[config.mk]
export PLATFORM = sky130hd
export DESIGN_NAME = sound_mixer
export DESIGN_NICKNAME = d
export VERILOG_FILES = /design/src/rtl/sound_pkg.sv /design/src/rtl/sound_dc_block.sv /design/src/rtl/sound_mixer.sv
export SDC_FILE = /design/constraint.sdc
export NUM_CORES = 1
export LEC_CHECK = 0
export CAP_MARGIN = 25
export CELL_PAD_IN_SITES_DETAIL_PLACEMENT = 0
export CELL_PAD_IN_SITES_GLOBAL_PLACEMENT = 1
export CORE_UTILIZATION = 47
export DETAILED_ROUTE_END_ITERATION = 10
export HOLD_SLACK_MARGIN = 0.15
export PLACE_DENSITY = 0.92
export SYNTH_ARGS = -nofsm -noshare
export SYNTH_HDL_FRONTEND = slang
export SYNTH_HIERARCHICAL = 1
export SYNTH_SLANG_ARGS = --single-unit
[constraint.sdc]
create_clock -name clk -period 5.8 [get_ports clk]
set_input_delay 1.16 -clock clk [delete_from_list [all_inputs] [get_ports clk]]
set_output_delay 1.16 -clock clk [all_outputs]
set_load 0.02 [all_outputs]
[src/rtl/sound_pkg.sv]
// Shared constants for the sound mixer: register bit positions, datapath widths
// and the per-side panning sum helper.
package sound_pkg;

  localparam int PCM_W     = 16;
  localparam int LEVEL_W   = 4;
  localparam int NUM_CH    = 4;
  localparam int SUM_W     = 6;   // 4 channels * 15 = 60
  localparam int MIX_W     = 9;   // 60 * 8 = 480
  localparam int MIX_SHIFT = 6;   // 480 << 6 = 30720

  localparam int NR51_LEFT_LSB  = 4;
  localparam int NR51_RIGHT_LSB = 0;
  localparam int NR50_LEFT_LSB  = 4;
  localparam int NR50_RIGHT_LSB = 0;
  localparam int NR50_VOL_W     = 3;

  // Sum of the levels whose route bit is set; bit n selects channel n+1.
  function automatic logic [SUM_W-1:0] pan_sum(
    input logic [NUM_CH*LEVEL_W-1:0] levels,
    input logic [NUM_CH-1:0]         route
  );
    logic [SUM_W-1:0] acc;
    acc = '0;
    for (int n = 0; n < NUM_CH; n++) begin
      if (route[n]) acc = acc + SUM_W'(levels[n*LEVEL_W +: LEVEL_W]);
    end
    return acc;
  endfunction

endpackage

[src/rtl/sound_dc_block.sv]
// First-order DC-blocking high-pass for one output side:
// y = x - x_prev + y_prev - (y_prev >>> DC_SHIFT), saturated to signed 16 bits.
module sound_dc_block import sound_pkg::*; #(
  parameter int DC_SHIFT = 8
) (
  input  logic             clk,
  input  logic             rst,
  input  logic             load,
  input  logic             clear,
  input  logic [PCM_W-1:0] x,
  output logic [PCM_W-1:0] y
);

  localparam int ACC_W = PCM_W + 2;
  localparam logic signed [ACC_W-1:0] SAT_HI = 32767;
  localparam logic signed [ACC_W-1:0] SAT_LO = -32768;

  logic [PCM_W-1:0]        x_prev, y_prev, y_sat;
  logic signed [ACC_W-1:0] x_ext, xp_ext, yp_ext, acc;

  always_comb begin
    x_ext  = $signed({2'b00, x});
    xp_ext = $signed({2'b00, x_prev});
    yp_ext = $signed({{2{y_prev[PCM_W-1]}}, y_prev});
    acc    = x_ext - xp_ext + yp_ext - (yp_ext >>> DC_SHIFT);
    if (acc > SAT_HI)      y_sat = 16'h7fff;
    else if (acc < SAT_LO) y_sat = 16'h8000;
    else                   y_sat = acc[PCM_W-1:0];
  end

  assign y = clear ? '0 : y_sat;

  // Muting holds the state at zero so the filter restarts cleanly on unmute.
  always_ff @(posedge clk) begin
    if (rst || clear) begin
      x_prev <= '0;
      y_prev <= '0;
    end else if (load) begin
      x_prev <= x;
      y_prev <= y_sat;
    end
  end

endmodule

[src/rtl/sound_mixer.sv]
// Four-channel stereo mixer: NR51 panning, NR50 master volume, optional DC
// blocking, and a fixed-rate valid/ready PCM output with a sticky overrun flag.
module sound_mixer import sound_pkg::*; #(
  parameter int CLK_DIV  = 87,
  parameter bit DC_BLOCK = 1'b1,
  parameter int DC_SHIFT = 8
) (
  input  logic        clk,
  input  logic        rst,
  input  logic [3:0]  ch1_level,
  input  logic [3:0]  ch2_level,
  input  logic [3:0]  ch3_level,
  input  logic [3:0]  ch4_level,
  input  logic [3:0]  ch_enable,
  input  logic [7:0]  nr51,
  input  logic [7:0]  nr50,
  input  logic        master_en,
  output logic [15:0] out_left,
  output logic [15:0] out_right,
  output logic        out_valid,
  input  logic        out_ready,
  output logic        overrun,
  input  logic        overrun_clr
);

  localparam int CNT_W = 16;
  localparam logic [CNT_W-1:0] CNT_LAST = CNT_W'(CLK_DIV - 1);

  logic [CNT_W-1:0]          cnt;
  logic                      tick, s1_valid, s2_valid;
  logic [NUM_CH*LEVEL_W-1:0] levels;
  logic [NUM_CH-1:0]         route_l, route_r;
  logic [SUM_W-1:0]          sum_l, sum_r;
  logic [NR50_VOL_W:0]       vol_l, vol_r;
  logic [MIX_W-1:0]          mix_l, mix_r;
  logic [PCM_W-1:0]          x_l, x_r, y_l, y_r;
  logic                      unused_nr50;

  assign unused_nr50 = ^{nr50[7], nr50[3]};

  assign tick    = (cnt == CNT_LAST);
  assign levels  = {ch4_level, ch3_level, ch2_level, ch1_level};
  assign route_l = ch_enable & nr51[NR51_LEFT_LSB  +: NUM_CH];
  assign route_r = ch_enable & nr51[NR51_RIGHT_LSB +: NUM_CH];
  assign vol_l   = {1'b0, nr50[NR50_LEFT_LSB  +: NR50_VOL_W]} + 4'd1;
  assign vol_r   = {1'b0, nr50[NR50_RIGHT_LSB +: NR50_VOL_W]} + 4'd1;
  assign mix_l   = MIX_W'(sum_l) * MIX_W'(vol_l);
  assign mix_r   = MIX_W'(sum_r) * MIX_W'(vol_r);

  // NOTE: all state uses non-blocking assignment so every stage samples the
  // previous stage's value from before the edge, never the one being written.
  always_ff @(posedge clk) begin
    if (rst) begin
      cnt      <= '0;
      s1_valid <= 1'b0;
      s2_valid <= 1'b0;
      sum_l    <= '0;
      sum_r    <= '0;
      x_l      <= '0;
      x_r      <= '0;
    end else begin
      cnt      <= tick ? '0 : cnt + CNT_W'(1);
      s1_valid <= tick;
      s2_valid <= s1_valid;
      if (tick) begin
        sum_l <= master_en ? pan_sum(levels, route_l) : '0;
        sum_r <= master_en ? pan_sum(levels, route_r) : '0;
      end
      if (s1_valid) begin
        x_l <= PCM_W'(mix_l) << MIX_SHIFT;
        x_r <= PCM_W'(mix_r) << MIX_SHIFT;
      end
    end
  end

  if (DC_BLOCK) begin : g_dc
    sound_dc_block #(.DC_SHIFT(DC_SHIFT)) u_left (
      .clk(clk), .rst(rst), .load(s2_valid), .clear(!master_en), .x(x_l), .y(y_l)
    );
    sound_dc_block #(.DC_SHIFT(DC_SHIFT)) u_right (
      .clk(clk), .rst(rst), .load(s2_valid), .clear(!master_en), .x(x_r), .y(y_r)
    );
  end else begin : g_bypass
    assign y_l = master_en ? x_l : '0;
    assign y_r = master_en ? x_r : '0;
  end

  // A load coinciding with a handshake replaces a consumed sample: no overrun.
  always_ff @(posedge clk) begin
    if (rst) begin
      out_left  <= '0;
      out_right <= '0;
      out_valid <= 1'b0;
      overrun   <= 1'b0;
    end else begin
      if (s2_valid) begin
        out_left  <= y_l;
        out_right <= y_r;
        out_valid <= 1'b1;
      end else if (out_valid && out_ready) begin
        out_valid <= 1'b0;
      end
      if (overrun_clr)                             overrun <= 1'b0;
      else if (s2_valid && out_valid && !out_ready) overrun <= 1'b1;
    end
  end

endmodule

==> impl_metrics.py, run 1 <==
metrics = {
    "setup_path": {
        "reg2reg_depth": 21,
        "critPathKind": "reg -> reg",
        "cp-startpoint": "g_dc.u_right/x_prev[1]",
        "cp-endpoint": "out_right[3]",
        "critPathCaptureType": "register",
        "rr_startpoint": "g_dc.u_right/x_prev[1]",
        "path_max_fanout": 15,
        "rrSetupSlack_ps": 450,
        "cp.arrival_ps": 5720,
        "r2r-end": "out_right[3]",
        "cp.required_ps": 6160,
        "critPathLaunchType": "register",
    },
    "status": {
        "violations": "design-rule violations",
        "status": "finished with violations",
    },
    "floorplanning": {
        "die_h_microns": 166,
        "rows": 59,
        "start_util_pct": 48.3,
        "die_w_microns": 166,
        "die_area_sq_um": 27700,
        "ioPinCount": 75,
        "core_area_sq_um": 26300,
    },
    "layout": {
        "final_core_util_pct": 54.6,
        "diodes": 0,
        "layout-drive-gt1-share_pct": 6.97,
        "final_nets": 1780,
        "layout-area-overhead-vs-synth_pct": 13.0,
    },
    "timing": {
        "slew_headroom_pct": 36.3,
        "max_freq_ghz": 0.187,
        "drv_slew": 0,
        "rsz0062_at_grt": "false",
        "skew_ps": 14.9,
        "tightestPinTransition_ps": 955,
        "setup-tns-final_ps": 0,
        "min_period_over_period_pct": 92.3,
        "finalSetupViolCount": 0,
        "fin_crit_ps": 5350,
        "hold_violations": 0,
        "fin_ws_ps": 447,
    },
    "synth": {
        "synth_async_sr_flop_share_pct": 0,
        "synth_area_sq_um": 12700,
        "ys_warn_count": 6,
        "synthTopCellsByCount": "inv_1 (166), nor2_1 (164), dfxtp_1 (146)",
        "syn_inst": 1493,
        "synth_ff_type": "dfxtp_1",
        "synth_mux_area_share_pct": 6.92,
        "synth_fa_ha_area_share_pct": 20.1,
        "syn_avg_cell_area_sq_um": 8.51,
        "synth_compound_area_share_pct": 18.8,
        "synth_top_cells_by_area": "dfxtp_1 (23%), ha_1 (12%), fa_1 (8.5%)",
        "ys_ff_latch": 146,
        "synthSimpleGateAreaFrac_pct": 16.9,
        "synth_edf_count": 0,
        "yosysMostFrequentCell": "inv_1",
        "synth.distinct_cells": 95,
        "synthXorXnorAreaFrac_pct": 7.10,
        "synth_top_family_by_area": "adder cells",
        "synth_largest_area_cell": "dfxtp_1",
        "synth-seq-area-share_pct": 23.0,
        "yosysTopAreaCellShare_pct": 23.0,
    },
    "global_route": {
        "grt_usage_pct": 19.6,
        "grt_pass1_vias": 9709,
        "grt_start_max_net_pins": 71,
        "grt_pass1_wl_mm": 45.5,
        "antenna_found_initial": 0,
        "gr-total-overflow": 0,
    },
    "pwr": {
        "internal-power_w": 0.00205,
        "seqPwrFrac_pct": 33.0,
        "power_density_nw_per_um2": 213,
        "vdd_drop_max_v": 0.000174,
        "switchingPower_w": 0.000999,
        "clkPwrFrac_pct": 37.3,
        "swShare_pct": 32.7,
        "leakage_nw": 5.81,
        "combPwrFrac_pct": 29.7,
    },
    "placement": {
        "dp.final_hpwl_mm": 20.4,
        "dp_slack_ps": 387,
        "gp_congestion": 0.861,
        "port_buffers": 72,
    },
    "route": {
        "dr.pass1.iters": 8,
        "avgRoutedWirePerCell_microns": 13.9,
        "viasPerCell": 5.32,
        "drtIter0Drc": 593,
        "ant_nets": 0,
        "vias": 10187,
        "drc": 8,
        "routed_wl_mm": 26.6,
    },
    "clock_tree": {
        "cts_buffer_depth": 2,
        "cts_tree": "built",
        "cts_buffers": 17,
        "path_clk_slew_ps": 60,
        "htreeDepth": 4,
        "cts.sinks": 146,
        "postCtsSetupBuffers": 0,
        "cts_root_buffer": "clkbuf_16",
        "clk_latency_ps": 430,
    },
    "job": {
        "max_cap_violations": 0,
    },
    "worst_hold_path": {
        "hold_class": "reg -> reg",
        "hp-start": "cnt[0]",
        "holdPathStages": 1,
    },
}
==> metrics by stage <==
step | cell area (sq um) | std cells | hold slack (ps) | power (W)
floorplan | 12800 | 1522 | 425 | 0.00174
global placement | 13700 | 1883 | 436 | 0.00190
detailed placement | 13700 | 1883 | 454 | 0.00192
CTS | 14300 | 1914 | 469 | 0.00307
global route | 14300 | 1914 | 494 | 0.00322
finish | 14300 | 1914 | 464 | 0.00305
==> registers in the layout, summed over array words and instances, names as in the netlist, 6 cells and up <==
register	flops
sum_l	6
g_dc.u_right/x_prev	16
sum_r	6
g_dc.u_left/y_prev	16
g_dc.u_left/x_prev	16
g_dc.u_right/y_prev	16
cnt	16
out_left	16
out_right	16
x_l	9
x_r	9
==> critical path, cell delays in order (launching register included) <==
cell,delay [ps]
dfxtp_1,380
inv_1,60
ha_1,260
nor2b_1,130
o21a_1,190
o21ai_0,270
a211oi_1,150
o31a_1,370
or4_1,400
and4_1,200
fa_1,480
inv_1,40
ha_1,300
a21o_1,180
a21o_1,170
a21oi_1,290
mux2i_1,260
nand4_1,270
a211o_2,540
o21ai_1,140
mux2i_1,90
nor2_1,110
==> cell type report <==
type / instances / area (sq um)
Clock buffer: 19 / 443
Clock inverter: 12 / 155
Fill cell: 2414 / 11900
Inverter: 166 / 623
Multi-Input combinational cell: 1156 / 9000
Sequential cell: 146 / 2930
Tap cell: 335 / 419
Timing Repair Buffer: 80 / 776
==> logic make-up (layout without fill, tap and decap cells) <==
family | after synthesis | after routing
multiplexers | 87 | 87
buffers and inverters | 220 | 277
AO/OA/AOI/OAI | 328 | 328
AND/OR/NAND/NOR | 436 | 436
adder cells (fa/ha/maj) | 172 | 172
XOR/XNOR | 103 | 103
other | 1 | 30
flip-flops | 146 | 146
==> placed cells by master (no fill, tap or decap), drive strengths merged, types with 22 or more instances in the layout <==
cell / n
inv: 169
nor2: 165
dfxtp: 146
ha: 118
mux2i: 81
nand2: 78
a21oi: 78
o21ai: 74
clkdlybuf4s50: 71
fa: 54
xor2: 52
xnor2: 51
and2: 34
nor2b: 31
conb: 30
nor3: 25
a211oi: 22
==> power by group through the flow <==
stage / clock network, W / logic, W / registers, W
finish: 0.00114 / 0.000908 / 0.00101
global route: 0.00121 / 0.00100 / 0.00101
CTS: 0.00116 / 0.000898 / 0.00101
detailed placement: 0 / 0.000889 / 0.00103
global placement: 0 / 0.000877 / 0.00103
floorplan: 0 / 0.000708 / 0.00103
==> worst min-delay path by stage <==
stage | endpoint
after floorplan | cnt[0]
after global placement | cnt[0]
after detailed placement | cnt[0]
after CTS | cnt[0]
after global routing | cnt[0]
final | cnt[0]
==> per-layer routing <==
| layer | routed length, microns | track usage [%] | part of all wire (%) |
|---|---|---|---|
| met1 | 13300 | 26.8 | 50 |
| met3 | 848 | 2.45 | 3.2 |
| met5 | 0 | 0 | 0 |
| met4 | 213 | 4.47 | 0.80 |
| met2 | 12200 | 32.9 | 46 |
==> what timing repair did <==
action | 4_1_cts | 5_1_grt
hold buffers | 0 | 0
hold endpoints to repair | 0 | 0
gates resized for setup | 0 | 3
setup endpoints to repair | 0 | 26
Power figures use the tool's default switching activity.
==> inputs of run 2 (changes only) <==
- CAP_MARGIN: 25 -> not set
==> results of run 2 <==
Final layout, timing and power as in run 1 (identical DEF).
